===== src/rtl/fp_pkg.sv =====
// fp_pkg: shared FSM states, flag bit positions and special-value constructors for the FP units
package fp_pkg;
  typedef enum logic [2:0] {S_IDLE, S_ALIGN, S_ADD, S_NORM, S_ROUND, S_DONE} state_e;
  localparam int FLG_INV = 3;
  localparam int FLG_OVF = 2;
  localparam int FLG_UNF = 1;
  localparam int FLG_INX = 0;
  localparam int FP_MAX_W = 128;
  function automatic logic [FP_MAX_W-1:0] fp_qnan(input int exp_w, input int man_w);
    logic [FP_MAX_W-1:0] one = FP_MAX_W'(1);
    return (((one << exp_w) - one) << man_w) | (one << (man_w - 1));
  endfunction
  function automatic logic [FP_MAX_W-1:0] fp_inf(input logic sign, input int exp_w, input int man_w);
    logic [FP_MAX_W-1:0] one = FP_MAX_W'(1);
    return (FP_MAX_W'(sign) << (exp_w + man_w)) | (((one << exp_w) - one) << man_w);
  endfunction
endpackage


===== src/rtl/fp_round_rne.sv =====
// fp_round_rne: round a hidden+fraction+GRS frame to nearest-even, reporting exponent overflow and inexact
module fp_round_rne #(
  parameter int EXP_W = 8,
  parameter int MAN_W = 23
) (
  input  logic [MAN_W+3:0] frame,
  input  logic [EXP_W-1:0] exp_i,
  output logic [MAN_W-1:0] frac,
  output logic [EXP_W-1:0] exp_o,
  output logic             ovf,
  output logic             inexact
);
  logic             inc;
  logic [MAN_W+1:0] sum;
  logic [EXP_W:0]   exp_r;
  assign inc     = frame[2] && (frame[1] || frame[0] || frame[3]);
  assign sum     = {1'b0, frame[MAN_W+3:3]} + (MAN_W+2)'(inc);
  assign exp_r   = {1'b0, exp_i} + (EXP_W+1)'(sum[MAN_W+1]);
  assign frac    = sum[MAN_W+1] ? sum[MAN_W:1] : sum[MAN_W-1:0];
  assign exp_o   = exp_r[EXP_W-1:0];
  assign ovf     = exp_r >= {1'b0, {EXP_W{1'b1}}};
  assign inexact = |frame[2:0];
endmodule


===== src/rtl/fp_addsub_seq.sv =====
// fp_addsub_seq: multi-cycle IEEE-754 add/subtract with RNE rounding, valid/ready handshake and exception flags
module fp_addsub_seq
  import fp_pkg::*;
#(
  parameter int EXP_W = 8,
  parameter int MAN_W = 23
) (
  input  logic                 clk,
  input  logic                 reset,
  input  logic                 in_valid,
  output logic                 in_ready,
  input  logic [EXP_W+MAN_W:0] num_a,
  input  logic [EXP_W+MAN_W:0] num_b,
  input  logic                 op,
  output logic                 out_valid,
  input  logic                 out_ready,
  output logic [EXP_W+MAN_W:0] result,
  output logic [3:0]           flags
);
  localparam int W = 1 + EXP_W + MAN_W;
  localparam int FW = MAN_W + 4;
  localparam logic [EXP_W-1:0] EMAX = '1;
  state_e           state_q, state_d;
  logic             in_ready_q, in_ready_d, out_valid_q, out_valid_d;
  logic [W-1:0]     a_q, a_d, b_q, b_d, result_q, result_d;
  logic [3:0]       flags_q, flags_d;
  logic             sign_q, sign_d, sy_q, sy_d, sub_q, sub_d;
  logic [EXP_W-1:0] exp_q, exp_d;
  logic [FW:0]      sum_q, sum_d;
  logic [FW-1:0]    y_q, y_d;
  logic [EXP_W-1:0] ea, eb, ex, ey, diff;
  logic [MAN_W-1:0] fa, fb;
  logic             a_nan, b_nan, a_inf, b_inf, swap, sx, sy;
  logic [FW-1:0]    fra, frb, fx, fy, y_sh;
  logic [W-1:0]     qnan;
  logic [MAN_W-1:0] rnd_frac;
  logic [EXP_W-1:0] rnd_exp;
  logic             rnd_ovf, rnd_inx;
  assign ea    = a_q[W-2:MAN_W];
  assign eb    = b_q[W-2:MAN_W];
  assign fa    = a_q[MAN_W-1:0];
  assign fb    = b_q[MAN_W-1:0];
  assign a_nan = ea == EMAX && fa != '0;
  assign b_nan = eb == EMAX && fb != '0;
  assign a_inf = ea == EMAX && fa == '0;
  assign b_inf = eb == EMAX && fb == '0;
  assign fra   = ea == '0 ? '0 : {1'b1, fa, 3'b000};
  assign frb   = eb == '0 ? '0 : {1'b1, fb, 3'b000};
  assign swap  = {eb, frb} > {ea, fra};
  assign ex    = swap ? eb : ea;
  assign ey    = swap ? ea : eb;
  assign fx    = swap ? frb : fra;
  assign fy    = swap ? fra : frb;
  assign sx    = swap ? b_q[W-1] : a_q[W-1];
  assign sy    = swap ? a_q[W-1] : b_q[W-1];
  assign diff  = ex - ey;
  assign y_sh  = 32'(diff) >= FW ? FW'(|fy) : (fy >> diff) | FW'(|(fy & ~({FW{1'b1}} << diff)));
  assign qnan  = W'(fp_qnan(EXP_W, MAN_W));
  fp_round_rne #(.EXP_W(EXP_W), .MAN_W(MAN_W)) u_round (
    .frame   (sum_q[FW-1:0]),
    .exp_i   (exp_q),
    .frac    (rnd_frac),
    .exp_o   (rnd_exp),
    .ovf     (rnd_ovf),
    .inexact (rnd_inx)
  );
  always_comb begin
    state_d  = state_q;
    a_d      = a_q;
    b_d      = b_q;
    sign_d   = sign_q;
    sy_d     = sy_q;
    sub_d    = sub_q;
    exp_d    = exp_q;
    sum_d    = sum_q;
    y_d      = y_q;
    result_d = result_q;
    flags_d  = flags_q;
    case (state_q)
      S_IDLE: if (in_valid && in_ready_q) begin
        a_d     = num_a;
        b_d     = {num_b[W-1] ^ op, num_b[W-2:0]};
        flags_d = '0;
        state_d = S_ALIGN;
      end
      S_ALIGN: begin
        state_d = S_DONE;
        if (a_nan || b_nan) result_d = qnan;
        else if (a_inf && b_inf && a_q[W-1] != b_q[W-1]) begin
          result_d         = qnan;
          flags_d[FLG_INV] = 1'b1;
        end
        else if (a_inf) result_d = a_q;
        else if (b_inf) result_d = b_q;
        else begin
          state_d = S_ADD;
          sign_d  = sx;
          sy_d    = sy;
          sub_d   = sx ^ sy;
          exp_d   = ex;
          sum_d   = {1'b0, fx};
          y_d     = y_sh;
        end
      end
      S_ADD: begin
        sum_d   = sub_q ? sum_q - {1'b0, y_q} : sum_q + {1'b0, y_q};
        state_d = S_NORM;
      end
      S_NORM: begin
        state_d = S_ROUND;
        if (sum_q[FW]) begin
          sum_d = {1'b0, sum_q[FW:2], sum_q[1] | sum_q[0]};
          exp_d = exp_q + EXP_W'(1);
        end
        else if (sum_q[FW-1]) state_d = S_ROUND;
        else if (sum_q == '0) begin
          sign_d = sign_q & sy_q;
          exp_d  = '0;
        end
        else if (exp_q == EXP_W'(1)) begin
          sum_d            = '0;
          exp_d            = '0;
          flags_d[FLG_UNF] = 1'b1;
          flags_d[FLG_INX] = 1'b1;
        end
        else begin
          sum_d   = sum_q << 1;
          exp_d   = exp_q - EXP_W'(1);
          state_d = S_NORM;
        end
      end
      S_ROUND: begin
        result_d         = rnd_ovf ? W'(fp_inf(sign_q, EXP_W, MAN_W)) : {sign_q, rnd_exp, rnd_frac};
        flags_d[FLG_OVF] = flags_q[FLG_OVF] | rnd_ovf;
        flags_d[FLG_INX] = flags_q[FLG_INX] | rnd_inx | rnd_ovf;
        state_d          = S_DONE;
      end
      S_DONE: if (out_valid_q && out_ready) state_d = S_IDLE;
      default: state_d = S_IDLE;
    endcase
    in_ready_d  = state_d == S_IDLE;
    out_valid_d = state_q == S_DONE && state_d == S_DONE;
  end
  always_ff @(posedge clk) begin
    if (reset) begin
      state_q     <= S_IDLE;
      in_ready_q  <= 1'b0;
      out_valid_q <= 1'b0;
      result_q    <= '0;
      flags_q     <= '0;
    end else begin
      state_q     <= state_d;
      in_ready_q  <= in_ready_d;
      out_valid_q <= out_valid_d;
      result_q    <= result_d;
      flags_q     <= flags_d;
    end
    a_q    <= a_d;
    b_q    <= b_d;
    sign_q <= sign_d;
    sy_q   <= sy_d;
    sub_q  <= sub_d;
    exp_q  <= exp_d;
    sum_q  <= sum_d;
    y_q    <= y_d;
  end
  assign in_ready  = in_ready_q;
  assign out_valid = out_valid_q;
  assign result    = result_q;
  assign flags     = flags_q;
endmodule


===== config.mk =====
export PLATFORM = sky130hd
export DESIGN_NAME = fp_addsub_seq
export DESIGN_NICKNAME = d
export VERILOG_FILES = /design/src/rtl/fp_pkg.sv /design/src/rtl/fp_round_rne.sv /design/src/rtl/fp_addsub_seq.sv
export SDC_FILE = /design/constraint.sdc
export NUM_CORES = 1
export LEC_CHECK = 0
export CORE_MARGIN = 4
export CORE_UTILIZATION = 55
export CTS_CLUSTER_SIZE = 14
export DETAILED_ROUTE_END_ITERATION = 6
export PLACE_DENSITY = 0.86
export SYNTH_ARGS = -nofsm -noshare
export SYNTH_HDL_FRONTEND = slang
export SYNTH_HIERARCHICAL = 1
export SYNTH_SLANG_ARGS = --single-unit

===== constraint.sdc =====
create_clock -name clk -period 11.8 [get_ports clk]
set_clock_uncertainty 0.2 [all_clocks]
set_input_delay 1.77 -clock clk [delete_from_list [all_inputs] [get_ports clk]]
set_output_delay 1.77 -clock clk [all_outputs]
set_load 0.01 [all_outputs]

## After elaboration in Yosys (flattened, before gate mapping)

Cells that the tools add are included.

- Logic and storage cells: 176
- Output and inout port bits: 38
- Register bits: 171
- Input bits: 69

- Mux-type cells: 65
- Eq/ne operators: 24
- Magnitude comparators: 3
- $add $sub $neg: 7
- Reduce and logical (&&, ||, !) cells: 43
- Bitwise logic cells: 14
- Shift operators: 2

Operators with widths:

| kind | count |
|---|---|
| $mux 28 | 8 |
| $mux 27 | 5 |
| $mux 32 | 4 |
| $pmux 28 s3 | 1 |
| $mux 8 | 10 |
| $pmux 32 s2 | 1 |
| $reduce_or 27->1 | 2 |
| $logic_not 23->1 | 2 |
| $reduce_bool 23->1 | 2 |
| $gt 35x35->1 | 1 |
| $mux 31 | 1 |
| $mux 3 | 10 |
| $add 28x27->28 | 1 |
| $logic_not 28->1 | 1 |
| $sub 28x27->28 | 1 |
| $and 27x27->27 | 1 |
| $not 27->27 | 1 |
| $or 27x1->27 | 1 |
| $shl 27x8->27 const A | 1 |
| $shr 27x8->27 | 1 |
| $add 24x1->25 | 1 |
| $mux 23 | 1 |
| $ne 2x2->1 const B | 11 |
| $pmux 3 s6 | 1 |
| 37 further kinds | 89 |

## Depth between registers and ports, before layout

Gate-level depths: netlist of the first run.

- Word-level depth: 11
- Gate-level depth with buffers: 27
- Depth with buffers taken out: 20

## By module

Netlist of the first run, hierarchy kept.

By module, submodules not included:

| module | area each (sq um) | seq. area each (sq um) | cells an instance | times used |
|---|---|---|---|---|
| fp_addsub_seq | 12857.3 | 4724.5 | 1451 | 1 |
| fp_round_rne | 830.8 | 0.0 | 125 | 1 |

## Worst setup path after synthesis of the first run

No wires, ideal clock.

- Path type: input to register
- Start: input port in_valid
- End: register in_ready_q, in the netlist in_ready
- Path buffers: 0
- Arrival: 8.850 ns
- Setup time: 0.245 ns
- Cell stages on the path: 4
- Path slack: 2.505 ns
- Required time: 11.355 ns
- Path through: nand2_1 nor4_1 or2_2 nor4_1

- Longest elaborated chain between the ends: 4

RTL lines:

| element | RTL line | source |
|---|---|---|
| start, declared | fp_addsub_seq.sv:10 | `input logic in_valid,` |
| $logic_and 1x1->1 | fp_addsub_seq.sv:80 | `S_IDLE: if (in_valid && in_ready_q) begin` |
| $mux 3 | fp_addsub_seq.sv:80 |  |
| $pmux 3 s6 | fp_addsub_seq.sv:79 | `case (state_q)` |
| $logic_not 3->1 | fp_addsub_seq.sv:141 | `in_ready_d = state_d == S_IDLE;` |
| end signal, assigned | fp_addsub_seq.sv:153 | `in_ready_q <= in_ready_d;` |
| end, declared | fp_addsub_seq.sv:24 | `logic in_ready_q, in_ready_d, out_valid_q, out_valid_d;` |

Every way passes these cells.
A chain may end at the register's enable or synchronous reset.

## Final worst setup path of the first run

- Start: register b_q[28]
- End: register y_q[0], data pin

- Longest elaborated chain between the ends: 11
- Elaborated cells on any way between the ends: 16
- Those cells by class: 1 x add/sub; 2 x order compare; 2 x shift; 5 x mux; 3 x bitwise; 3 x reduce/logical

RTL lines:

| element | RTL line | source |
|---|---|---|
| start, declared | fp_addsub_seq.sv:25 | `logic [W-1:0] a_q, a_d, b_q, b_d, result_q, result_d;` |
| start signal, assigned | fp_addsub_seq.sv:159 | `b_q <= b_d;` |
| $logic_not 8->1 | fp_addsub_seq.sv:48 | `assign frb = eb == '0 ? '0 : {1'b1, fb, 3'b000};` |
| $mux 27 | fp_addsub_seq.sv:48 |  |
| $gt 35x35->1 | fp_addsub_seq.sv:49 | `assign swap = {eb, frb} > {ea, fra};` |
| $mux 8, on equally long branches | fp_addsub_seq.sv:50, fp_addsub_seq.sv:51 |  |
| $sub 8x8->8 | fp_addsub_seq.sv:56 | `assign diff = ex - ey;` |
| $shl 27x8->27 | fp_addsub_seq.sv:57 | `assign y_sh = 32'(diff) >= FW ? FW'(\|fy) : (fy >> diff) \| FW'(\|(fy & ~({FW{1'b1}} << diff)));` |
| $not 27->27 | fp_addsub_seq.sv:57 |  |
| $and 27x27->27 | fp_addsub_seq.sv:57 |  |
| $reduce_or 27->1 | fp_addsub_seq.sv:57 |  |
| $or 27x1->27 | fp_addsub_seq.sv:57 |  |
| $mux 1 * | fp_addsub_seq.sv:57 |  |
| via y_sh[0] | fp_addsub_seq.sv:34 | `logic [FW-1:0] fra, frb, fx, fy, y_sh;` |
| end signal, assigned | fp_addsub_seq.sv:165 | `y_q <= y_d;` |
| end, declared | fp_addsub_seq.sv:30 | `logic [FW-1:0] y_q, y_d;` |

The timed path passes the listed nets; every way through them passes the cells marked *.

==> results of run 1 <==
==> cell families after synthesis <==
group / after synthesis
xor+xnor: 75
flops: 171
compound gates: 406
fa+ha+maj: 69
buf+inv: 145
mux: 73
simple gates: 637
==> cells in the final DEF, fill, tap and decap left out, types with 7 or more instances in the layout <==
master,synthesis,final
and2_1,12,12
a311oi_1,7,7
a22oi_1,26,26
ha_1,67,67
dfxtp_1,41,41
o211ai_1,19,19
a31oi_1,16,16
clkbuf_16,0,17
o2111ai_1,7,7
o31ai_1,9,9
mux2i_1,42,42
nand2b_1,11,11
a21oi_1,100,100
nand4_1,19,19
o21ai_0,79,79
or4_1,7,7
nand2_1,165,164
a222oi_1,23,23
a21o_1,11,11
nor4_1,40,38
clkdlybuf4s50_1,0,106
xnor2_1,56,55
or2_2,7,7
mux4_2,12,12
or3_1,19,19
buf_4,2,12
inv_1,63,63
edfxtp_1,130,130
xor2_1,19,19
nand3_1,38,38
o21a_1,8,8
a211oi_1,19,19
mux2_2,19,19
nor2_1,197,197
nor3_1,53,51
nor2b_1,19,19
and3_1,16,16
==> power by group through the flow <==
stage / Combinational, uW / Sequential (uW) / Clock [uW]
after detailed placement: 1200 / 880 / 0
after global placement: 1180 / 878 / 0
final: 1250 / 874 / 565
after floorplan: 909 / 837 / 0
after global routing: 1350 / 882 / 591
after CTS: 1210 / 868 / 566
==> flip-flops by register name, summed over array words and instances, names as in the netlist, 3 cells and up <==
signal / cells
a_q: 32
b_q: 32
exp_q: 8
flags: 4
result: 32
state_q: 3
sum_q: 28
y_q: 27
==> layout make-up <==
type | count | share of cell area
diodes | 1 | 0.0001613
clock buffers | 17 | 0.02742
clock inverters | 14 | 0.009679
inverters | 64 | 0.01549
multi-input cells | 1260 | 0.5423
flip-flops and latches | 171 | 0.3046
well taps | 324 | 0.02613
repair buffers | 118 | 0.07421
==> how the worst max path moves through the flow <==
| stage | start | to |
|---|---|---|
| after floorplan | in_valid | in_ready$_SDFF_PP0_ |
| after global placement | b_q[28]$_DFFE_PP_ | y_q[0]$_DFFE_PP_ |
| after detailed placement | b_q[28]$_DFFE_PP_ | y_q[0]$_DFFE_PP_ |
| after CTS | b_q[28]$_DFFE_PP_ | y_q[0]$_DFFE_PP_ |
| after global routing | b_q[28]$_DFFE_PP_ | y_q[0]$_DFFE_PP_ |
| final | b_q[28]$_DFFE_PP_ | y_q[0]$_DFFE_PP_ |
==> per-layer routing <==
metal  GRT usage  vias up  part of all wire
li1            -     6070                 -
met1      0.3784     6174              0.38
met2      0.4833      811              0.46
met3     0.07236      175              0.11
met4      0.1460        6             0.054
met5           0        -           0.00095
==> per-stage QoR <==
stage	utilization	std cells	cell area [um2]	total power, uW	hold WS, ps
2_1_floorplan	-	1576	13690	1746	295.5
3_3_place_gp	0.6123	1937	14930	2059	280.8
3_5_place_dp	0.6123	1937	14930	2081	284.0
4_1_cts	0.6359	1968	15510	2648	300.8
5_1_grt	0.6359	1968	15510	2822	325.5
6_report	0.6360	1969	15510	2691	297.2
==> Yosys cell counts (all sizes together), types with 12 or more instances <==
| master | n | area, um2 |
|---|---|---|
| nand2 | 165 | 619.3 |
| nand3 | 40 | 210.2 |
| and2 | 14 | 90.09 |
| edfxtp | 130 | 3904 |
| nor3 | 53 | 265.3 |
| a21oi | 100 | 500.5 |
| o211ai | 19 | 142.6 |
| nor4 | 43 | 314.1 |
| inv | 64 | 240.2 |
| nand4 | 25 | 211.5 |
| nor2b | 19 | 118.9 |
| a222oi | 23 | 230.2 |
| dfxtp | 41 | 820.8 |
| mux4 | 12 | 270.3 |
| a22oi | 26 | 195.2 |
| or3 | 20 | 126.4 |
| and3 | 16 | 100.1 |
| a211oi | 19 | 142.6 |
| mux2 | 19 | 214.0 |
| buf | 21 | 116.4 |
| nor2 | 198 | 750.7 |
| ha | 67 | 838.3 |
| o21ai | 84 | 424.2 |
| mux2i | 42 | 420.4 |
| xnor2 | 56 | 490.5 |
| clkbuf | 60 | 226.5 |
| a31oi | 16 | 100.1 |
| xor2 | 19 | 166.4 |
==> critical path, stage by stage, from the launching register on <==
cell and delay, ps:
edfxtp_1 500, nor4_1 380, nand2_1 650, nand2_1 350, inv_1 120, ha_1 320, nand4_1 230, nor4_4 110
a21boi_2 200, o31ai_2 580, and4_1 300, a21oi_1 50, ha_1 280, or4_1 650, nand2_1 790, o21ai_0 320
a311oi_2 400, o2111ai_1 150, nand4b_1 190, o32a_1 350
==> impl_metrics.yaml, run 1 <==
clock_tree:
  cts-hold-fix-buffers: 0
  clk_latency_ps: 450
  postCtsSetupRepairBufs: 0
  cts_root_buf: "clkbuf_16"
  ctsHtreeMaxLevel: 4
  cts_made_buffers: 17
  clock-sinks: 171
  cts_tree: "built"
  clockBufferDepth: 2
  clkTransAtPathRegs_ps: 80
  cts-resized-gates: 0
detailed_routing:
  drc_errors: 13
  avgRoutedWirePerCell_um: 21.84
  first_iter_violations: 1791
  ant_nets: 0
  drt_pass1_iterations: 7
  wl_um: 43000
  vias: 13240
  viasPerCell: 6.722
min_path:
  hold-path-cell-count: 2
  min_to: "result[28]$_SDFFE_PP0P_"
  worstHoldStart: "result[28]$_SDFFE_PP0P_"
  hp-class: "reg -> reg"
synthesis:
  synth.distinct_cells: 94
  synth_fa_ha_area_frac: 0.06344
  muxShareOfSynthArea: 0.06609
  syn_nets: 1713
  synth-async-reset-ratio: 0
  ys_seq_elements: 171
  synth_compound_area_frac: 0.2059
  synth_top_family_by_area: "simple AND/OR/NAND/NOR gates"
  synth-simple-area-share: 0.2289
  synth_cells: 1576
  synth_area_um2: 13690
  ys_warn_count: 6
  synth_edf_count: 130
  synth_flop_cell: "edfxtp_1"
  syn_area_per_cell_um2: 8.685
  seq_area_frac_synth: 0.3452
  synth-xor-area-share: 0.04799
global_routing:
  track_usage: 0.2993
  antenna_found_initial: 4
  grt_overflow: 0
  grt_pass1_wl_um: 66920
  grt_max_degree: 80
  grt_pass1_vias: 12270
final_layout:
  final_net_count: 1769
  fill_cells: 2027
  multi_input_area_um2: 8413
  synthToLayoutAreaGrowth_pct: 13.33
  final-seq-area_um2: 4725
  drive_above_1_share: 0.07421
pwr:
  power.density_nw_per_um2: 173.5
  peakVddDrop_mv: 0.09031
  intPower_uw: 1505
  switching_power_uw: 1186
  clockPowerShare: 0.210
  leakage_uw: 0.005681
  comb_power_share: 0.465
  seqPwrFrac: 0.325
  netSwitchingFraction: 0.4406
worst_setup_path:
  reg2reg_slack_ps: 4420
  reg2reg_to: "y_q[0]$_DFFE_PP_"
  critPathCaptureType: "flop"
  reg2regPathDepth: 19
  r2r_start: "b_q[28]$_DFFE_PP_"
  crit_fanout: 32
  cp-start-kind: "flop"
  cp_data_required_time_ps: 11800
  critical_path_class: "reg -> reg"
  cp_data_arrival_time_ps: 7380
sta:
  finalHoldViolCount: 0
  setup_tns_ps: 0
  finalSetupViolCount: 0
  setup_slack_ps: 4419
  tightest_slew_ps: 1303
  drv_slew: 0
  rsz0062_at_grt: "false"
  slew_headroom: 0.1283
  finalCriticalPeriod_ps: 7381
  fmax_mhz: 135.5
  period_share: 0.6255
floorplan:
  die_w_um: 165.8
  fp.dieH_um: 165.8
  design.portCount: 107
  fp.coreArea_um2: 24390
  start_util: 0.5612
  dieArea_um2: 27470
  std_cell_rows: 57
placed_design:
  preCtsSetupSlack_ps: 4622
  hpwl_um: 32080
  gp_congestion: 1.032
  io_buffers: 106
flow_run:
  maxCapViolCount: 0
outcome:
  violations: "design-rule violations"
  status: "complete, but fails checks"
Note: power is estimated with default switching activity, not from simulation.
==> run 2, diff against run 1 <==
--- a/config.mk
+++ b/config.mk
@@ -6,10 +6,10 @@
 export NUM_CORES = 1
 export LEC_CHECK = 0
 export CORE_MARGIN = 4
-export CORE_UTILIZATION = 55
+export CORE_UTILIZATION = 54
 export CTS_CLUSTER_SIZE = 14
 export DETAILED_ROUTE_END_ITERATION = 6
-export PLACE_DENSITY = 0.86
+export PLACE_DENSITY = 0.88
 export SYNTH_ARGS = -nofsm -noshare
 export SYNTH_HDL_FRONTEND = slang
 export SYNTH_HIERARCHICAL = 1
==> constraint.sdc (replaced) <==
create_clock -name clk -period 6.6 [get_ports clk]
set_clock_uncertainty 0.2 [all_clocks]
set_input_delay 0.99 -clock clk [delete_from_list [all_inputs] [get_ports clk]]
set_output_delay 0.99 -clock clk [all_outputs]
set_load 0.01 [all_outputs]
==> impl_metrics.yaml, run 2 (synthesis results as in run 1) <==
min_path:
  min_to: "result[24]$_SDFFE_PP0P_"
  hp-class: "reg -> reg"
  hold-path-cell-count: 2
  worstHoldStart: "result[24]$_SDFFE_PP0P_"
floorplan:
  design.portCount: 107
  die_w_um: 167.2
  fp.coreArea_um2: 25040
  fp.dieH_um: 167.2
  start_util: 0.5467
  dieArea_um2: 27960
  std_cell_rows: 58
sta:
  tightest_slew_ps: 1210
  finalCriticalPeriod_ps: 6191
  finalSetupViolCount: 0
  slew_headroom: 0.1887
  finalHoldViolCount: 0
  drv_slew: 0
  setup_tns_ps: 0
  setup_slack_ps: 409.3
  fmax_mhz: 161.5
  rsz0062_at_grt: "false"
  period_share: 0.9380
final_layout:
  final-seq-area_um2: 4725
  layout_commonest_cell: "nor2_1"
  drive_above_1_share: 0.08368
  multi_input_area_um2: 8442
  final_area_um2: 15730
  fill_cells: 2034
  final_net_count: 1785
  mostFrequentLayoutCells: "197 x nor2_1, 164 x nand2_1, 130 x edfxtp_1, 106 x clkdlybuf4s50_1, 100 x a21oi_1"
  synthToLayoutAreaGrowth_pct: 14.88
global_routing:
  grt_max_degree: 80
  grt_overflow: 0
  grt_pass1_vias: 12660
  grt_pass1_wl_um: 68610
  antenna_found_initial: 2
  track_usage: 0.3017
worst_setup_path:
  critPathCaptureType: "flop"
  cp-start-kind: "flop"
  cp_slowest_cell: "o31ai_1"
  crit_chain: "nor4_1, nand2_1, buf_4, and2_0, ha_1, a21oi_1, o21ai_0, a22o_1, o21ai_2, and4_1, a21oi_1, ha_1, o31ai_1, and2_4, or4_1, a311oi_1, nor4_1, o22ai_1, o32a_1"
  critPathBufInv: 1
  reg2reg_to: "y_q[0]$_DFFE_PP_"
  reg2reg_slack_ps: 410
  critical_path_class: "reg -> reg"
  r2r_start: "b_q[28]$_DFFE_PP_"
  cp_data_required_time_ps: 6610
  cp_data_arrival_time_ps: 6200
  cpPeakStageDelay_ps: 600
  critPathTopFamily: "compound AO/OA/AOI/OAI gates"
  reg2regPathDepth: 19
  crit_fanout: 34
placed_design:
  preCtsSetupSlack_ps: 352.4
  place_area_um2: 15080
  hpwl_um: 32360
  io_buffers: 106
  gp_congestion: 1.055
pwr:
  peakVddDrop_mv: 0.1406
  total_power_uw: 4905
  power.density_nw_per_um2: 311.9
  leakage_uw: 0.005767
clock_tree:
  cts_made_buffers: 17
  postCtsSetupRepairBufs: 0
  cts_root_buf: "clkbuf_16"
  clkTransAtPathRegs_ps: 80
  clockBufferDepth: 2
  ctsHtreeMaxLevel: 4
  clock-sinks: 171
  clk_latency_ps: 460
  cts-hold-fix-buffers: 0
  cts_tree: "built"
  cts-resized-gates: 0
detailed_routing:
  drc_errors: 26
  wl_um: 43320
  drt_pass1_iterations: 7
  ant_nets: 0
  first_iter_violations: 1833
  avgRoutedWirePerCell_um: 21.73
  vias: 13580
  viasPerCell: 6.810
outcome:
  status: "complete, but fails checks"
  violations: "design-rule violations"
flow_run:
  maxCapViolCount: 0
-- run 2: changes by cell type in the layout (fill, tap and decap cells not counted), sizes merged --
cell / before / now
buf: 12 / 28
diode: 1 / 3
inv: 72 / 73
bufinv: 1 / 0
clkbuf: 17 / 18
-- run 2: cell type report --
class                   instances  area share
repair buffers                134     0.08164
multi-input cells            1260      0.5368
clock inverters                14     0.01042
clock buffers                  18     0.02864
flip-flops and latches        171      0.3004
diodes                          3   0.0004774
well taps                     330     0.02626
inverters                      64     0.01528
-- run 2: tightest hold or removal path, stage by stage (launching register included) --
cell     delay [ps]
dfxtp_1         320
nor2_1           90
nor3_1           50
-- run 2: routing by layer --
metal  part of all wire  GRT usage  vias up
li1                   -          -     6108
met1               0.38     0.3885     6268
met2               0.46     0.4859      990
met3               0.11    0.06752      213
met4              0.051     0.1415        0
met5                  0          0        -
-- run 2: how the worst max path moves through the flow --
stage,start,end,slack (ps),cells past startpoint
after global routing,b_q[28]$_DFFE_PP_,y_q[0]$_DFFE_PP_,70,19
after floorplan,b_q[24]$_DFFE_PP_,y_q[0]$_DFFE_PP_,80,26
after global placement,b_q[28]$_DFFE_PP_,y_q[0]$_DFFE_PP_,490,20
after CTS,b_q[28]$_DFFE_PP_,y_q[0]$_DFFE_PP_,260,20
after detailed placement,b_q[28]$_DFFE_PP_,y_q[0]$_DFFE_PP_,350,20
final,b_q[28]$_DFFE_PP_,y_q[0]$_DFFE_PP_,410,19
-- run 2: report_power, final --
group / leakage, uW / internal [uW] / switching, uW
logic: 0.00393 / 868 / 1430
clock network: 0.000301 / 535 / 518
registers: 0.00153 / 1340 / 217
-- run 2: metrics by stage --
stage	instances	util	hold slack, ps
6_report	1994	0.6281	299.7
5_1_grt	1991	0.6278	327.6
4_1_cts	1991	0.6267	301.6
3_5_place_dp	1959	0.6021	289.2
3_3_place_gp	1959	0.6021	286.3
2_1_floorplan	1576	-	295.5
